==> src/rtl/jt89_pkg.sv <==
// Shared constants and the sound-to-PCM conversion for the jt89 audio output path.
package jt89_pkg;

  localparam int JT89_SOUND_W     = 11;
  localparam int JT89_PCM_W       = 16;
  localparam int JT89_FRAME_SLOTS = 32;
  localparam int JT89_SLOT_W      = $clog2(JT89_FRAME_SLOTS);
  localparam logic [JT89_PCM_W-1:0] JT89_PCM_MID = 16'h0000;

  // Unsigned 11-bit sound to signed 16-bit PCM: (s - 1024) << 5.
  // Flipping the MSB re-centres the unsigned range around zero.
  function automatic logic [JT89_PCM_W-1:0] jt89_to_pcm(input logic [JT89_SOUND_W-1:0] s);
    return {~s[JT89_SOUND_W-1], s[JT89_SOUND_W-2:0], 5'b00000};
  endfunction

endpackage

==> src/rtl/jt89_bclk_gen.sv <==
// Bit-clock divider: toggles an internal phase every BCLK_DIV clk cycles and
// reports each toggle as a one-cycle rise or fall pulse.
module jt89_bclk_gen #(
  parameter int BCLK_DIV = 4
) (
  input  logic clk_i,
  input  logic rst_i,
  output logic rise_o,
  output logic fall_o
);

  localparam logic [7:0] DIV_LAST = 8'(BCLK_DIV - 1);

  logic [7:0] div_cnt_q, div_cnt_d;
  logic       phase_q, phase_d;
  logic       wrap_s;

  assign wrap_s = (div_cnt_q == DIV_LAST);

  // Next-state for the divider counter and bit-clock phase.
  always_comb begin
    div_cnt_d = div_cnt_q + 8'd1;
    phase_d   = phase_q;
    if (wrap_s) begin
      div_cnt_d = 8'd0;
      phase_d   = ~phase_q;
    end else begin
      phase_d   = phase_q;
    end
  end

  // Divider and phase registers.
  always_ff @(posedge clk_i or posedge rst_i) begin
    if (rst_i) begin
      div_cnt_q <= 8'd0;
      phase_q   <= 1'b0;
    end else begin
      div_cnt_q <= div_cnt_d;
      phase_q   <= phase_d;
    end
  end

  // The pulse marks the clk edge on which the phase toggles.
  assign rise_o = wrap_s & ~phase_q;
  assign fall_o = wrap_s &  phase_q;

endmodule

==> src/rtl/jt89_i2s_tx.sv <==
// I2S stereo transmitter: holds the latest sound sample, snapshots it as PCM
// once per frame and shifts it out MSB first in both slots with the I2S
// one-bit delay after each word-select transition.
module jt89_i2s_tx
  import jt89_pkg::*;
#(
  parameter int BCLK_DIV = 4
) (
  input  logic                    clk,
  input  logic                    rst,
  input  logic                    clk_en,
  input  logic [JT89_SOUND_W-1:0] sound,
  input  logic                    mute,
  output logic                    bclk,
  output logic                    lrclk,
  output logic                    sdata,
  output logic                    frame_strobe
);

  logic rise_s, fall_s;

  logic [JT89_SOUND_W-1:0] hold_q,  hold_d;
  logic [JT89_PCM_W-1:0]   snap_q,  snap_d;
  logic [JT89_PCM_W-1:0]   shift_q, shift_d;
  logic [JT89_SLOT_W-1:0]  slot_q,  slot_d;
  logic bclk_q,   bclk_d;
  logic lrclk_q,  lrclk_d;
  logic sdata_q,  sdata_d;
  logic strobe_q, strobe_d;

  jt89_bclk_gen #(.BCLK_DIV(BCLK_DIV)) u_bclk_gen (
    .clk_i  (clk),
    .rst_i  (rst),
    .rise_o (rise_s),
    .fall_o (fall_s)
  );

  // Frame sequencing: all slot-related state advances on bclk falling edges.
  always_comb begin
    hold_d   = hold_q;
    snap_d   = snap_q;
    shift_d  = shift_q;
    slot_d   = slot_q;
    bclk_d   = bclk_q;
    lrclk_d  = lrclk_q;
    sdata_d  = sdata_q;
    strobe_d = 1'b0;

    if (clk_en) begin
      hold_d = sound;
    end else begin
      hold_d = hold_q;
    end

    if (rise_s) begin
      bclk_d = 1'b1;
    end else if (fall_s) begin
      bclk_d  = 1'b0;
      slot_d  = slot_q + 5'd1;
      lrclk_d = slot_d[JT89_SLOT_W-1];
      if (slot_d == 5'd0) begin
        strobe_d = 1'b1;
        // hold_q is the pre-edge value, so a coincident clk_en lands in the next frame.
        snap_d   = mute ? JT89_PCM_MID : jt89_to_pcm(hold_q);
      end else begin
        snap_d   = snap_q;
      end
      if ((slot_d == 5'd1) || (slot_d == 5'd17)) begin
        shift_d = snap_q;
      end else begin
        shift_d = {shift_q[JT89_PCM_W-2:0], 1'b0};
      end
      sdata_d = shift_d[JT89_PCM_W-1];
    end else begin
      bclk_d = bclk_q;
    end
  end

  // State and output registers.
  always_ff @(posedge clk or posedge rst) begin
    if (rst) begin
      hold_q   <= 11'd0;
      snap_q   <= 16'd0;
      shift_q  <= 16'd0;
      slot_q   <= 5'd31;
      bclk_q   <= 1'b0;
      lrclk_q  <= 1'b1;
      sdata_q  <= 1'b0;
      strobe_q <= 1'b0;
    end else begin
      hold_q   <= hold_d;
      snap_q   <= snap_d;
      shift_q  <= shift_d;
      slot_q   <= slot_d;
      bclk_q   <= bclk_d;
      lrclk_q  <= lrclk_d;
      sdata_q  <= sdata_d;
      strobe_q <= strobe_d;
    end
  end

  assign bclk         = bclk_q;
  assign lrclk        = lrclk_q;
  assign sdata        = sdata_q;
  assign frame_strobe = strobe_q;

endmodule

==> config.mk <==
export PLATFORM = sky130hd
export DESIGN_NAME = jt89_i2s_tx
export DESIGN_NICKNAME = d
export VERILOG_FILES = /design/src/rtl/jt89_pkg.sv /design/src/rtl/jt89_bclk_gen.sv /design/src/rtl/jt89_i2s_tx.sv
export SDC_FILE = /design/constraint.sdc
export NUM_CORES = 1
export LEC_CHECK = 0
export CAP_MARGIN = 20
export CORE_MARGIN = 5
export CORE_UTILIZATION = 35
export DETAILED_ROUTE_END_ITERATION = 7
export HOLD_SLACK_MARGIN = 0.12
export SYNTH_ARGS = -nofsm -noshare
export SYNTH_HDL_FRONTEND = slang
export SYNTH_SLANG_ARGS = --single-unit
==> constraint.sdc <==
create_clock -name clk -period 1.75 [get_ports clk]
set_input_delay 0.2625 -clock clk [delete_from_list [all_inputs] [get_ports clk]]
set_output_delay 0.2625 -clock clk [all_outputs]
set_load 0.005 [all_outputs]
==> run summary, run 1 <==
Buffers inserted during clock tree synthesis total 5. The netlist uses 33 different library cells. The number of max-slew violations in the final report is 0. Counting along the longest clock path gives a buffer depth of 2.

The overall die height came out at about 90 um. The count of buffering cells on the critical path with inverters included is 1. The number of cells in the design after placement is approximately 290. The residual antenna-violating net count after detailed routing came out at 0. The number of global-route vias before repair came out at ~1500.

The yosys synthesis warning count is 0. The length of the first detailed-routing pass in iterations is 4. The count of non-filler cells in the finished layout is 310. The final worst slack came out at -127 ps.

The largest incremental delay on the critical path is 590 ps. The number of antenna violations at the first check in global routing is 0. The area of the mapped netlist is ~2300 um^2.

The static leakage power is about 1.3 nW. Summed over all nets, the half-perimeter wirelength after detailed placement is 2.78 mm. The maximum resistive drop on vdd came out at roughly 0.00043 V. The initial core utilization came out at a little over a third.

The critical path's top delay family is flip-flops. Yosys attributes the largest share of cell area to sky130_fd_sc_hd__dfrtp_1 49%, sky130_fd_sc_hd__mux2_4 6.6%, sky130_fd_sc_hd__mux2_2 6.0%. Synthesis inferred 49 register bits. The instance area at placement came out at around 2700 um^2.

TritonCTS built the clock tree. In this run the core area contains 29 standard-cell rows. The number of diodes added for antenna fixing came out at 0. The placeable core region is approximately 6300 um^2. The overall overflow remaining after global route is 0. The share of the cycle needed by the critical path after routing is 107%.

The floorplan die area is roughly 8200 um^2. Of the post-synthesis cell area, the part taken by muxes is roughly an eighth. For the final database, setup skew stands at between 10 and 15 ps. The worst setup path is captured at a flip-flop. The internal reg-to-reg setup slack is -130 ps. The fraction of layout cells with a size suffix above 1 came out at a little over a third. The clock period minus worst slack is ~1900 ps. The transition time at the pin with the least slew margin came out at roughly 400 ps. The type of the worst setup path is flip-flop to flip-flop. The detailed-route via count is about 1500. The hold violation count in the final report is 0.

The mean cell area of the mapped netlist came out at around 12 um^2. The total power divided by cell area is approximately 700 nW/um^2. The xor and xnor fraction of the mapped netlist area is under 10%. Across the run, the number of max-cap violations was 0.

The number of sinks driven by the clock tree came out at between 40 and 50. The final reports fail on negative setup slack. The final weighted congestion in routability-driven placement is roughly 0.73. The run finished, with violations left. The fraction of the mapped netlist area in compound gates is between 8 and 9%.

The combined global-route utilization of all metal layers came out at approximately a tenth. The simple-gate portion of the synthesized area came out at 14.1%. The class of the tightest hold or removal check is input port to asynchronous set/reset pin. The number of DRC violations after detailed-routing iteration 0 is just under 80.

The aggregate routed wire length is ~4.2 mm. In this run the worst path has a maximum fanout of 10. The total power after layout is approximately 2.1 mW. The number of levels the H-tree was split into came out at 2.

The largest net degree at the start of global routing came out at 34. Walking the worst path, the cells encountered are ha_4 > nand3_4 > xor2_2 > o2111a_2 > buf_12 > mux2_4. The required time of the worst setup path came out at a little under 2000 ps.

The root buffer cell chosen for the clock tree is sky130_fd_sc_hd__clkbuf_8. In this run the horizontal extent of the chip is 90.4 um. Headroom to the max-slew limit came out at about three quarters. When the netlist entered floorplanning its net count stood at about 210. Data arrives at the worst endpoint at a little over 2000 ps.

The adder-cell share of the synthesized area came out at 2.21%. In this run the critical register-to-register path is launched from slot_q[1]$_DFFE_PP1P_. Summing the sequential cell areas from Yosys gives 54.5% of the chip area. For this design, the slowest cell found on the critical path is sky130_fd_sc_hd__dfstp_2.

The detailed-route DRC error count came out at 0. The final number of setup-violating endpoints came out at 11. From synthesis to final layout, the design area changed by 31.1%. The cell accounting for the most synthesized area is sky130_fd_sc_hd__dfrtp_1. The maximum operating frequency is 533 MHz. The clock network latency to the later pin of the worst-skew pair is approximately 300 ps. The portion of synthesized cell area occupied by the leading cell type came out at between 40% and 50%. The area of all placed cells without fillers came out at just under 3000 um^2. Setup repair after global routing could not meet its margin everywhere.

The net count of the finished layout is 251. Dividing the detail-routed wire length by the instance count gives 13.4 um. After synthesis, the largest family of logic cells by area is simple AND/OR/NAND/NOR gates. The cell count after synthesis is 189.

The wire length of the first global-routing pass is approximately 7.1 mm. The via density per instance is roughly 4.9. The clock-pin slew of the registers on the worst-case setup and hold paths is 90 ps.

During I/O placement, the number of pins put on the boundary was 19. The number of buffer cells added on primary ports is 18. The most critical setup path has its startpoint at slot_q[1]$_DFFE_PP1P_. The worst setup path is launched from a flip-flop.
[placed cells by master, fill, tap and decap left out, drive strengths merged]
| cell type | n |
|---|---|
| a21boi | 1 |
| a31oi | 10 |
| and3 | 3 |
| and3b | 1 |
| and4 | 1 |
| buf | 30 |
| bufinv | 1 |
| clkbuf | 6 |
| clkdlybuf4s50 | 18 |
| clkinvlp | 1 |
| dfrtp | 44 |
| dfstp | 5 |
| ha | 4 |
| inv | 4 |
| mux2 | 22 |
| nand2 | 4 |
| nand3 | 15 |
| nand4 | 1 |
| nor2 | 16 |
| nor2b | 12 |
| nor3 | 2 |
| nor4 | 1 |
| o2111a | 2 |
| o2111ai | 1 |
| o211ai | 10 |
| o21ai | 2 |
| or2 | 1 |
| or3 | 2 |
| or4b | 1 |
| xnor2 | 8 |
| xor2 | 4 |
[timing repair]
item                                    in CTS  in global routing
endpoints found under the hold margin        0                  0
gates resized for setup                      2                 21
hold buffers                                 0                  0
gates cloned                                 0                  1
setup buffers                                1                  8
pin swaps                                    2                  6
endpoints found under the setup margin      21                 22
[path summary, 6_finish.rpt]
| path | end | depth (start not counted) |
|---|---|---|
| worst max-delay path | snap_q[8]$_DFFE_PP0P_ | 6 |
| worst min-delay path | frame_strobe$_DFF_PP0_ | 2 |
| worst max register to register | snap_q[8]$_DFFE_PP0P_ | 6 |
| worst min register to register | u_bclk_gen.phase_q$_DFFE_PP0N_ | 1 |
| max in group asynchronous | snap_q[13]$_DFFE_PP0P_ | 3 |
| min in group clk | u_bclk_gen.phase_q$_DFFE_PP0N_ | 1 |
[where the power goes]
part           internal [mW]  leakage, nW  switching (mW)
clock                  0.465       0.0574           0.376
combinational         0.0662        0.589          0.0442
sequential              1.16        0.638          0.0106
total                   1.69         1.28           0.431
[metrics by stage]
step	hold slack [ps]	TNS [ps]	util [%]	setup WS [ps]
6_report	253	-1230	46.9	-127
5_1_grt	272	-2160	46.9	-210
4_1_cts	253	-1170	44.5	-110
3_5_place_dp	458	-1230	42.4	-97.8
3_3_place_gp	452	-850	42.4	-77.3
2_1_floorplan	414	-651	-	-65.1
[state kept, by name, indices dropped and copies added (netlist names)]
register and cells:
snap_q 11, frame_strobe 1, u_bclk_gen.div_cnt_q 8, u_bclk_gen.phase_q 1, bclk 1, shift_q 10
sdata 1, hold_q 11, slot_q 5
[logic make-up (layout without fill, tap and decap cells)]
group	count (synthesis)	count (layout)
simple gates	59	60
flops	49	49
fa+ha+maj	4	4
xor+xnor	12	12
buf+inv	17	60
mux	22	22
compound gates	26	26
[layout make-up]
| type | count | area [um^2] |
|---|---|---|
| Clock inverter | 2 | 37.5 |
| Multi-Input combinational cell | 124 | 1050 |
| Fill cell | 585 | 3350 |
| Sequential cell | 49 | 1230 |
| Clock buffer | 6 | 82.6 |
| Inverter | 4 | 15.0 |
| Tap cell | 77 | 96.3 |
| Timing Repair Buffer | 48 | 453 |
[per-layer routing]
layer,share of wire (%),global-route usage (%),up-vias
met4,2.8,4.84,0
met1,48,14.5,734
met5,0,0,-
met2,46,15.7,24
li1,-,-,754
met3,3.0,2.25,8
[synthesized netlist by cell type (all sizes together)]
library cell / number
buf: 6
xnor2: 8
ha: 4
nor2b: 12
or3: 1
dfstp: 5
clkbuf: 7
inv: 4
or4b: 1
and3b: 1
nand3: 15
nand2: 4
dfrtp: 44
mux2: 22
nand4: 1
nor4: 1
and3: 3
a21boi: 1
o211ai: 10
o21ai: 2
a31oi: 10
and4: 1
o2111ai: 1
or2: 1
xor2: 4
nor3: 2
nor2: 16
o2111a: 2
(Power assumes the default switching activity.)
==> run 2: changes to the inputs <==
--- a/config.mk
+++ b/config.mk
@@ -5,6 +5,7 @@
 export SDC_FILE = /design/constraint.sdc
 export NUM_CORES = 1
 export LEC_CHECK = 0
+export ABC_AREA = 1
 export CAP_MARGIN = 20
 export CORE_MARGIN = 5
 export CORE_UTILIZATION = 35
==> run 2 against run 1 <==
Effect of this change:
- the run now ends clean
- sequential share of layout area increased by 2.9 points
- synthesized cell count increased by 51%
- sequential power about the same
==> run summary, run 2 <==
The run finished with clean final reports. The total power divided by cell area is 756 nW/um^2 (+5.8%). The share of total power consumed by net switching came out at 20.4% (+0.087 points). The count of buffering cells on the critical path with inverters included came out at 1 (unchanged).

The static leakage power came out at 1.47 nW (+14%). The placeable core region came out at 6420 um^2 (+1.7%). The via density per instance is 4.61 (-5.9%).

The row count came out at 29 (unchanged). The initial core utilization is 36.5% (+0.68 points). The data arrival at the endpoint of the critical path came out at 1840 ps (-230 ps).

Leaving out fill and tap cells, the most frequent cell in the layout is sky130_fd_sc_hd__nand2_1. The number of max-slew violations in the final report is 0 (unchanged). The count of flip-flops with a built-in enable after synthesis came to 0 (unchanged). Setup repair after global routing left no endpoint under its margin.

The overall overflow remaining after global route came to 0 (unchanged). The length of the first detailed-routing pass in iterations came out at 4 (unchanged). The most repeated library cell on the critical path is sky130_fd_sc_hd__nand3_1.

The share of the cycle needed by the critical path after routing is 91.4% (-16 points). The combined global-route utilization of all metal layers is 11.5% (+1.0 points). By startpoint and endpoint, the worst setup path is classified as flip-flop to flip-flop. The number of sinks driven by the clock tree is 49 (unchanged). The aggregate routed wire length is 4.17 mm (+0.43%). The part of the Yosys area used for sequential elements came out at 52.6% (-1.9 points). The total nets after synthesis is 304 (+46%). The number of buffers added by the clock tree synthesis step is 5 (unchanged). Yosys instantiated no cell more often than sky130_fd_sc_hd__nand2_1. The net switching power came out at 0.427 mW (-0.72%). The total internal power is 1.67 mW (-1.2%). The largest registers in the layout are hold_q: 11 flops, snap_q: 11 flops, shift_q: 10 flops. The number of setup buffers added after CTS is 0 (-1). The critical path goes through ha_1 > nand3_1 > xor2_1 > nor2_4 > buf_4 > nand3_1 > nand2_1. The synthesized design spends more area on one cell type than any other, namely sky130_fd_sc_hd__dfrtp_1. The most used flip-flop cell after synthesis is sky130_fd_sc_hd__dfrtp_1. The number of different library cells in the post-synthesis netlist came out at 25 (-24%).

The clock period minus worst slack is 1600 ps (-278 ps). The clock network latency to the later pin of the worst-skew pair came out at 300 ps (about the same). The clock-pin slew of the registers on the worst-case setup and hold paths is 90 ps (about the same). The worst hold path belongs to the class input port to asynchronous set/reset pin. The peak fanout along the critical path came to 12 (+2). The maximum operating frequency came out at 625 MHz (+17%). The kind of start point of the critical path is a flip-flop. The yosys synthesis warning count is 0 (unchanged). The final number of setup-violating endpoints is 0 (-11). In this run the worst setup path begins at slot_q[1]$_DFFE_PP1P_. The final worst hold slack is 324 ps (+71.2 ps). The sequential share of power was 55.4% (+0.3 points). The overall die height was 91.8 um (+1.6%). The required time of the worst setup path was 1990 ps (+50 ps).

The layout-stage area growth over the synthesis result came out at 18.2%. The combinational power share came out at 4.9% (-0.3 points). The largest incremental delay on the critical path was 580 ps (about the same). Grouping stages by cell kind, the critical path spends the most delay in flip-flops.

The instance area at placement is 2640 um^2 (-1.3%). The final sum of negative setup slack is 0 ps (+1230 ps). The final weighted congestion in routability-driven placement was 0.747 (+1.7%). The type of element capturing the critical path is a flip-flop. The largest buffer count on any clock path is 2 (unchanged). The largest net degree at the start of global routing is 28 (-18%). The flop and latch count out of synthesis came out at 49 (unchanged). The number of levels the H-tree was split into was 2 (unchanged). The maximum resistive drop on vdd came out at 0.000457 V (+5.7%). The area of all placed cells without fillers came out at 2770 um^2 (-6.6%). The chip width is 91.8 um (+1.6%).

The fraction of registers with async set or reset after synthesis is 100% (unchanged). The wire length of the first global-routing pass came out at 7.98 mm (+12%). The boundary pin count was 19 (unchanged). The detailed-route DRC error count was 0 (unchanged).

The hold violation count in the final report came out at 0 (unchanged). The slowest stage of the critical path belongs to the cell sky130_fd_sc_hd__dfstp_2. The number of DRC violations after detailed-routing iteration 0 came to 82 (+5.1%). Yosys attributes the largest share of cell area to sky130_fd_sc_hd__dfrtp_1 47%, sky130_fd_sc_hd__nand2_1 12%, sky130_fd_sc_hd__inv_1 8.0%.

The number of diodes added for antenna fixing was 0 (unchanged). The number of buffer cells added on primary ports is 18 (unchanged). The residual antenna-violating net count after detailed routing is 0 (unchanged). The max-cap check violation count was 0 (unchanged).

The number of global-route vias before repair was 1821 (+20%). The floorplan die area is 8430 um^2 (+3.2%). The detailed-route via count is 1786 (+18%). The relative max-transition margin is 74.9% (+1.5 points).

The clock skew came out at 9.49 ps (-2.02 ps). The portion of total power attributed to the clock network is 39.7% (about the same). The area of the mapped netlist came out at 2340 um^2 (+3.7%). The transition time at the pin with the least slew margin came to 374 ps (-23.6 ps). The mean cell area of the mapped netlist came out at 8.22 um^2 (-31%). The fraction of layout cells with a size suffix above 1 was 10.0% (-26 points). The HPWL after detailed placement is 3.06 mm (+10%). TritonCTS built the clock tree. The cell chosen for the clock root is sky130_fd_sc_hd__clkbuf_8. The number of antenna violations at the first check in global routing is 0 (unchanged).

The startpoint identified for the worst register-to-register timing path is slot_q[1]$_DFFE_PP1P_. Sorting the synthesized cells by how often they occur yields 77 x sky130_fd_sc_hd__nand2_1, 50 x sky130_fd_sc_hd__inv_1, 44 x sky130_fd_sc_hd__dfrtp_1. The cell count after synthesis is 285 (+51%). In the layout the commonest cells are 77 x sky130_fd_sc_hd__nand2_1, 49 x sky130_fd_sc_hd__inv_1, 44 x sky130_fd_sc_hd__dfrtp_1, 27 x sky130_fd_sc_hd__nand3_1, 21 x sky130_fd_sc_hd__nor2_1. The portion of synthesized cell area occupied by the leading cell type came out at 47.0% (-1.7 points). The average wire per standard cell is 10.8 um (-20%). The net count reported at finish is 328 (+31%).
run 2: cell types whose count changed after synthesis, sizes merged, moves of 12 or more:
cell and change:
nor2b -12, nand2 +74, mux2 -21, nand4 +13, inv +47, o21ai +13, nand3 +13
run 2: path summary, 6_finish.rpt:
| kind | end | slack (ps) | cells past startpoint |
|---|---|---|---|
| setup / recovery | snap_q[15]$_DFFE_PP0P_ | 150 | 7 |
| setup reg to reg | snap_q[15]$_DFFE_PP0P_ | 150 | 7 |
| max in group asynchronous | shift_q[8]$_DFFE_PP0P_ | 1140 | 3 |
| min in group clk | u_bclk_gen.div_cnt_q[0]$_DFF_PP0_ | 480 | 1 |
| hold / removal | u_bclk_gen.phase_q$_DFFE_PP0N_ | 320 | 3 |
| hold reg to reg | u_bclk_gen.div_cnt_q[0]$_DFF_PP0_ | 480 | 1 |
run 2: routing by layer:
layer  vias to the layer above  part of all wire [%]  track usage, %
li1                        924                     -               -
met1                       820                    48            14.3
met2                        34                    46            19.3
met3                         8                   3.8            2.70
met4                         0                   1.8            4.83
met5                         -                     0               0
run 2: through the flow:
stage | setup WS, ps | std cells | utilization, % | power, mW
floorplan | 234 | 285 | - | 1.24
global placement | 192 | 379 | 41.1 | 1.29
detailed placement | 178 | 379 | 41.1 | 1.29
CTS | 149 | 387 | 42.9 | 2.13
global route | 7.27 | 387 | 43.1 | 2.19
finish | 150 | 387 | 43.1 | 2.09
run 2: cell type report:
class                   count  area [um^2]
inverters                  51          191
well taps                  77         96.3
fillers                   634         3650
clock inverters             1         30.0
repair buffers             29          267
multi-input cells         173          866
clock buffers               7         86.3
flip-flops and latches     49         1230
run 2: repair_timing:
item	4_1_cts	5_1_grt
gates resized for setup	0	3
endpoints found under the setup margin	0	11
hold buffers	0	0
run 2: cells by family after synthesis:
family                     synth area share, %
and+or+nand+nor                           28.2
buffers and inverters                     10.9
DFF                                       52.6
AOI/OAI and AO/OA                         3.42
xor gates and xnor gates                  2.24
adders and majority gates                 2.14
muxes                                    0.480
run 2: power groups by stage:
stage | logic, mW | registers, mW | clock network [mW]
after CTS | 0.106 | 1.16 | 0.863
after floorplan | 0.0546 | 1.18 | 0
after detailed placement | 0.105 | 1.18 | 0
after global placement | 0.104 | 1.18 | 0
final | 0.102 | 1.16 | 0.833
after global routing | 0.119 | 1.16 | 0.910
run 2: worst reg2reg max path, cell delays in order (launching register included):
cell                      delay [ps]
sky130_fd_sc_hd__dfstp_2         580
sky130_fd_sc_hd__ha_1            200
sky130_fd_sc_hd__nand3_1          90
sky130_fd_sc_hd__xor2_1          170
sky130_fd_sc_hd__nor2_4          150
sky130_fd_sc_hd__buf_4           190
sky130_fd_sc_hd__nand3_1          90
sky130_fd_sc_hd__nand2_1          70
==> run 3: changes to the inputs <==
--- a/config.mk
+++ b/config.mk
@@ -6,10 +6,10 @@
 export NUM_CORES = 1
 export LEC_CHECK = 0
 export ABC_AREA = 1
-export CAP_MARGIN = 20
 export CORE_MARGIN = 5
 export CORE_UTILIZATION = 35
 export DETAILED_ROUTE_END_ITERATION = 7
+export GPL_ROUTABILITY_DRIVEN = 0
 export HOLD_SLACK_MARGIN = 0.12
 export SYNTH_ARGS = -nofsm -noshare
 export SYNTH_HDL_FRONTEND = slang
==> constraint.sdc (replaced) <==
create_clock -name clk -period 1.85 [get_ports clk]
set_input_delay 0.2775 -clock clk [delete_from_list [all_inputs] [get_ports clk]]
set_output_delay 0.2775 -clock clk [all_outputs]
set_load 0.005 [all_outputs]
==> run 3 against run 2 <==
Effect of this change:
- die area is the same
- clock-buffer cell count fell by 1
- global-route usage decreased by 0.90 points
- largest cell class unchanged
- largest power group unchanged
- power decreased by 6.5%
- register-to-register slack better by 70 ps
- highest routed layer unchanged
- first-iteration DRC count is 23% higher
==> run summary, run 3 (synthesis results as in run 2) <==
The final sum of negative setup slack is 0 ps (unchanged). The total power divided by cell area is 714 nW/um^2 (-5.6%). The number of buffer cells added on primary ports came out at 18 (unchanged). The hold violation count in the final report is 0 (unchanged). The floorplan die area is 8430 um^2 (unchanged). Setup repair after global routing left no endpoint under its margin.

The detailed-route via count came out at 1683 (-5.8%). The HPWL after detailed placement came out at 2.92 mm (-4.6%). The transition time at the pin with the least slew margin came out at 444 ps (+70.1 ps). The maximum resistive drop on vdd is 0.000391 V (-15%).

The fraction of layout cells with a size suffix above 1 is 9.42% (-0.58 points). The worst setup path is captured at a flip-flop. The number of DRC violations after detailed-routing iteration 0 was 101 (+23%). The flow ran to the end, and the final reports show no timing, DRC or antenna violations. The via density per instance is 4.37 (-5.3%). The placeable core region is 6420 um^2 (unchanged). The boundary pin count came out at 19 (unchanged). The length of the first detailed-routing pass in iterations is 4 (unchanged). The wire length of the first global-routing pass came to 7.30 mm (-8.6%). The clock skew came out at 12.0 ps (+2.48 ps). The share of the cycle needed by the critical path after routing came out at 87.9% (-3.6 points).

The most frequent standard cell in the layout excluding fill and tap cells is sky130_fd_sc_hd__nand2_1. The number of hold buffers added after cts is 0 (unchanged). The fill cell total of the finished layout came to 617 (-2.7%). The number of antenna violations at the first check in global routing came out at 0 (unchanged).

The relative max-transition margin is 70.2% (-4.7 points). The clock network latency to the later pin of the worst-skew pair came to 310 ps (about the same). The row count is 29 (unchanged). The data arrival at the endpoint of the critical path is 1870 ps (+30 ps).

STA classifies the critical path startpoint as a flip-flop. The detailed-route DRC error count is 0 (unchanged). The static leakage power came out at 1.45 nW (-1.6%).

The final number of setup-violating endpoints is 0 (unchanged). The net count reported at finish came out at 326 (-0.61%). The chip width is 91.8 um (unchanged). The number of diodes added for antenna fixing is 0 (unchanged). The total of cells resized after clock tree synthesis is 0 (unchanged).

The largest net degree at the start of global routing is 22 (-21%). The number of sinks driven by the clock tree came out at 49 (unchanged). In the final layout, the registers with the most flip-flops are hold_q: 11 flops, snap_q: 11 flops, shift_q: 10 flops. The required time of the worst setup path came out at 2090 ps (+100 ps). The class of the tightest hold or removal check is input port to asynchronous set/reset pin. The average wire per standard cell came out at 10.2 um (-5.4%). The number of max-slew violations in the final report came out at 0 (unchanged). The worst setup path is of the flip-flop to flip-flop kind.

The aggregate routed wire length came out at 3.93 mm (-5.9%). The maximum operating frequency came to 615 MHz (-1.6%). The clock period minus worst slack came to 1630 ps (+25.6 ps). The overall die height came to 91.8 um (unchanged).

The number of global-route vias before repair came to 1660 (-8.8%). The largest buffer count on any clock path came out at 2 (unchanged). The CTS tree is yes. The combined global-route utilization of all metal layers came out at 10.6% (-0.90 points).

The max-cap check violation count is 0 (unchanged). The number of buffers added by the clock tree synthesis step is 5 (unchanged). The initial core utilization came to 36.5% (unchanged). The clock-pin slew of the registers on the worst-case setup and hold paths is 90 ps (about the same). The residual antenna-violating net count after detailed routing is 0 (unchanged).

The overall overflow remaining after global route is 0 (unchanged). The root buffer cell chosen for the clock tree is sky130_fd_sc_hd__clkbuf_8. The peak fanout along the critical path came to 11 (-1). The number of levels the H-tree was split into came out at 2 (unchanged). The total power after layout is 1.96 mW (-6.5%). In the layout the commonest cells are 77 x sky130_fd_sc_hd__nand2_1, 49 x sky130_fd_sc_hd__inv_1, 44 x sky130_fd_sc_hd__dfrtp_1, 27 x sky130_fd_sc_hd__nand3_1, 21 x sky130_fd_sc_hd__nor2_1. The layout-stage area growth over the synthesis result is 17.1%. The number of setup buffers added after CTS was 0 (unchanged).
## run 3: report_power, final
part | internal (mW) | switching (mW) | leakage, nW
combinational | 0.0467 | 0.0516 | 0.839
sequential | 1.09 | 0.00529 | 0.553
clock | 0.402 | 0.361 | 0.0552
total | 1.54 | 0.418 | 1.45
## run 3: final cells by class
type	count	area (um^2)	area share, %
clock inverter	2	35.0	1.28
sequential	49	1230	44.9
inverter	51	191	6.98
timing repair buffer	27	260	9.48
clock buffer	6	72.6	2.64
tap	77	96.3	3.51
multi-input combinational	173	856	31.2
## run 3: path summary, 6_finish.rpt
check / slack, ps / start / endpoint / cells after the start
worst max register to register: 220 / slot_q[0]$_DFFE_PP1P_ / shift_q[11]$_DFFE_PP0P_ / 7
worst max-delay path: 220 / slot_q[0]$_DFFE_PP1P_ / shift_q[11]$_DFFE_PP0P_ / 7
worst min register to register: 470 / u_bclk_gen.div_cnt_q[0]$_DFF_PP0_ / u_bclk_gen.div_cnt_q[0]$_DFF_PP0_ / 1
max in group asynchronous: 1080 / rst / shift_q[8]$_DFFE_PP0P_ / 3
min in group clk: 470 / u_bclk_gen.div_cnt_q[0]$_DFF_PP0_ / u_bclk_gen.div_cnt_q[0]$_DFF_PP0_ / 1
worst min-delay path: 260 / rst / hold_q[8]$_DFFE_PP0P_ / 2
## run 3: worst max-delay path: stages (launching register included)
cell	delay, ps
sky130_fd_sc_hd__dfstp_2	590
sky130_fd_sc_hd__ha_1	190
sky130_fd_sc_hd__nand2_1	60
sky130_fd_sc_hd__nand2_1	110
sky130_fd_sc_hd__nand3_1	310
sky130_fd_sc_hd__nand2_1	140
sky130_fd_sc_hd__nand3_1	90
sky130_fd_sc_hd__nand2_1	70
## run 3: metal layers
metal	wire, um	vias to the layer above	part of all wire [%]	global-route usage (%)
met2	1710	25	44	17.2
met1	1980	735	50	13.6
met3	173	6	4.4	3.03
met4	59	0	1.5	3.84
li1	-	917	-	-
met5	0	-	0	0
## run 3: through the flow
step                hold WS, ps  instances  cell area, um^2  worst slack, ps  utilization [%]
finish                      263        385             2740              225             42.7
global route                307        385             2740             19.3             42.7
CTS                         267        385             2740              213             42.7
detailed placement          459        377             2640              226             41.0
global placement            448        377             2640              268             41.0
floorplan                   394        285             2340              334                -
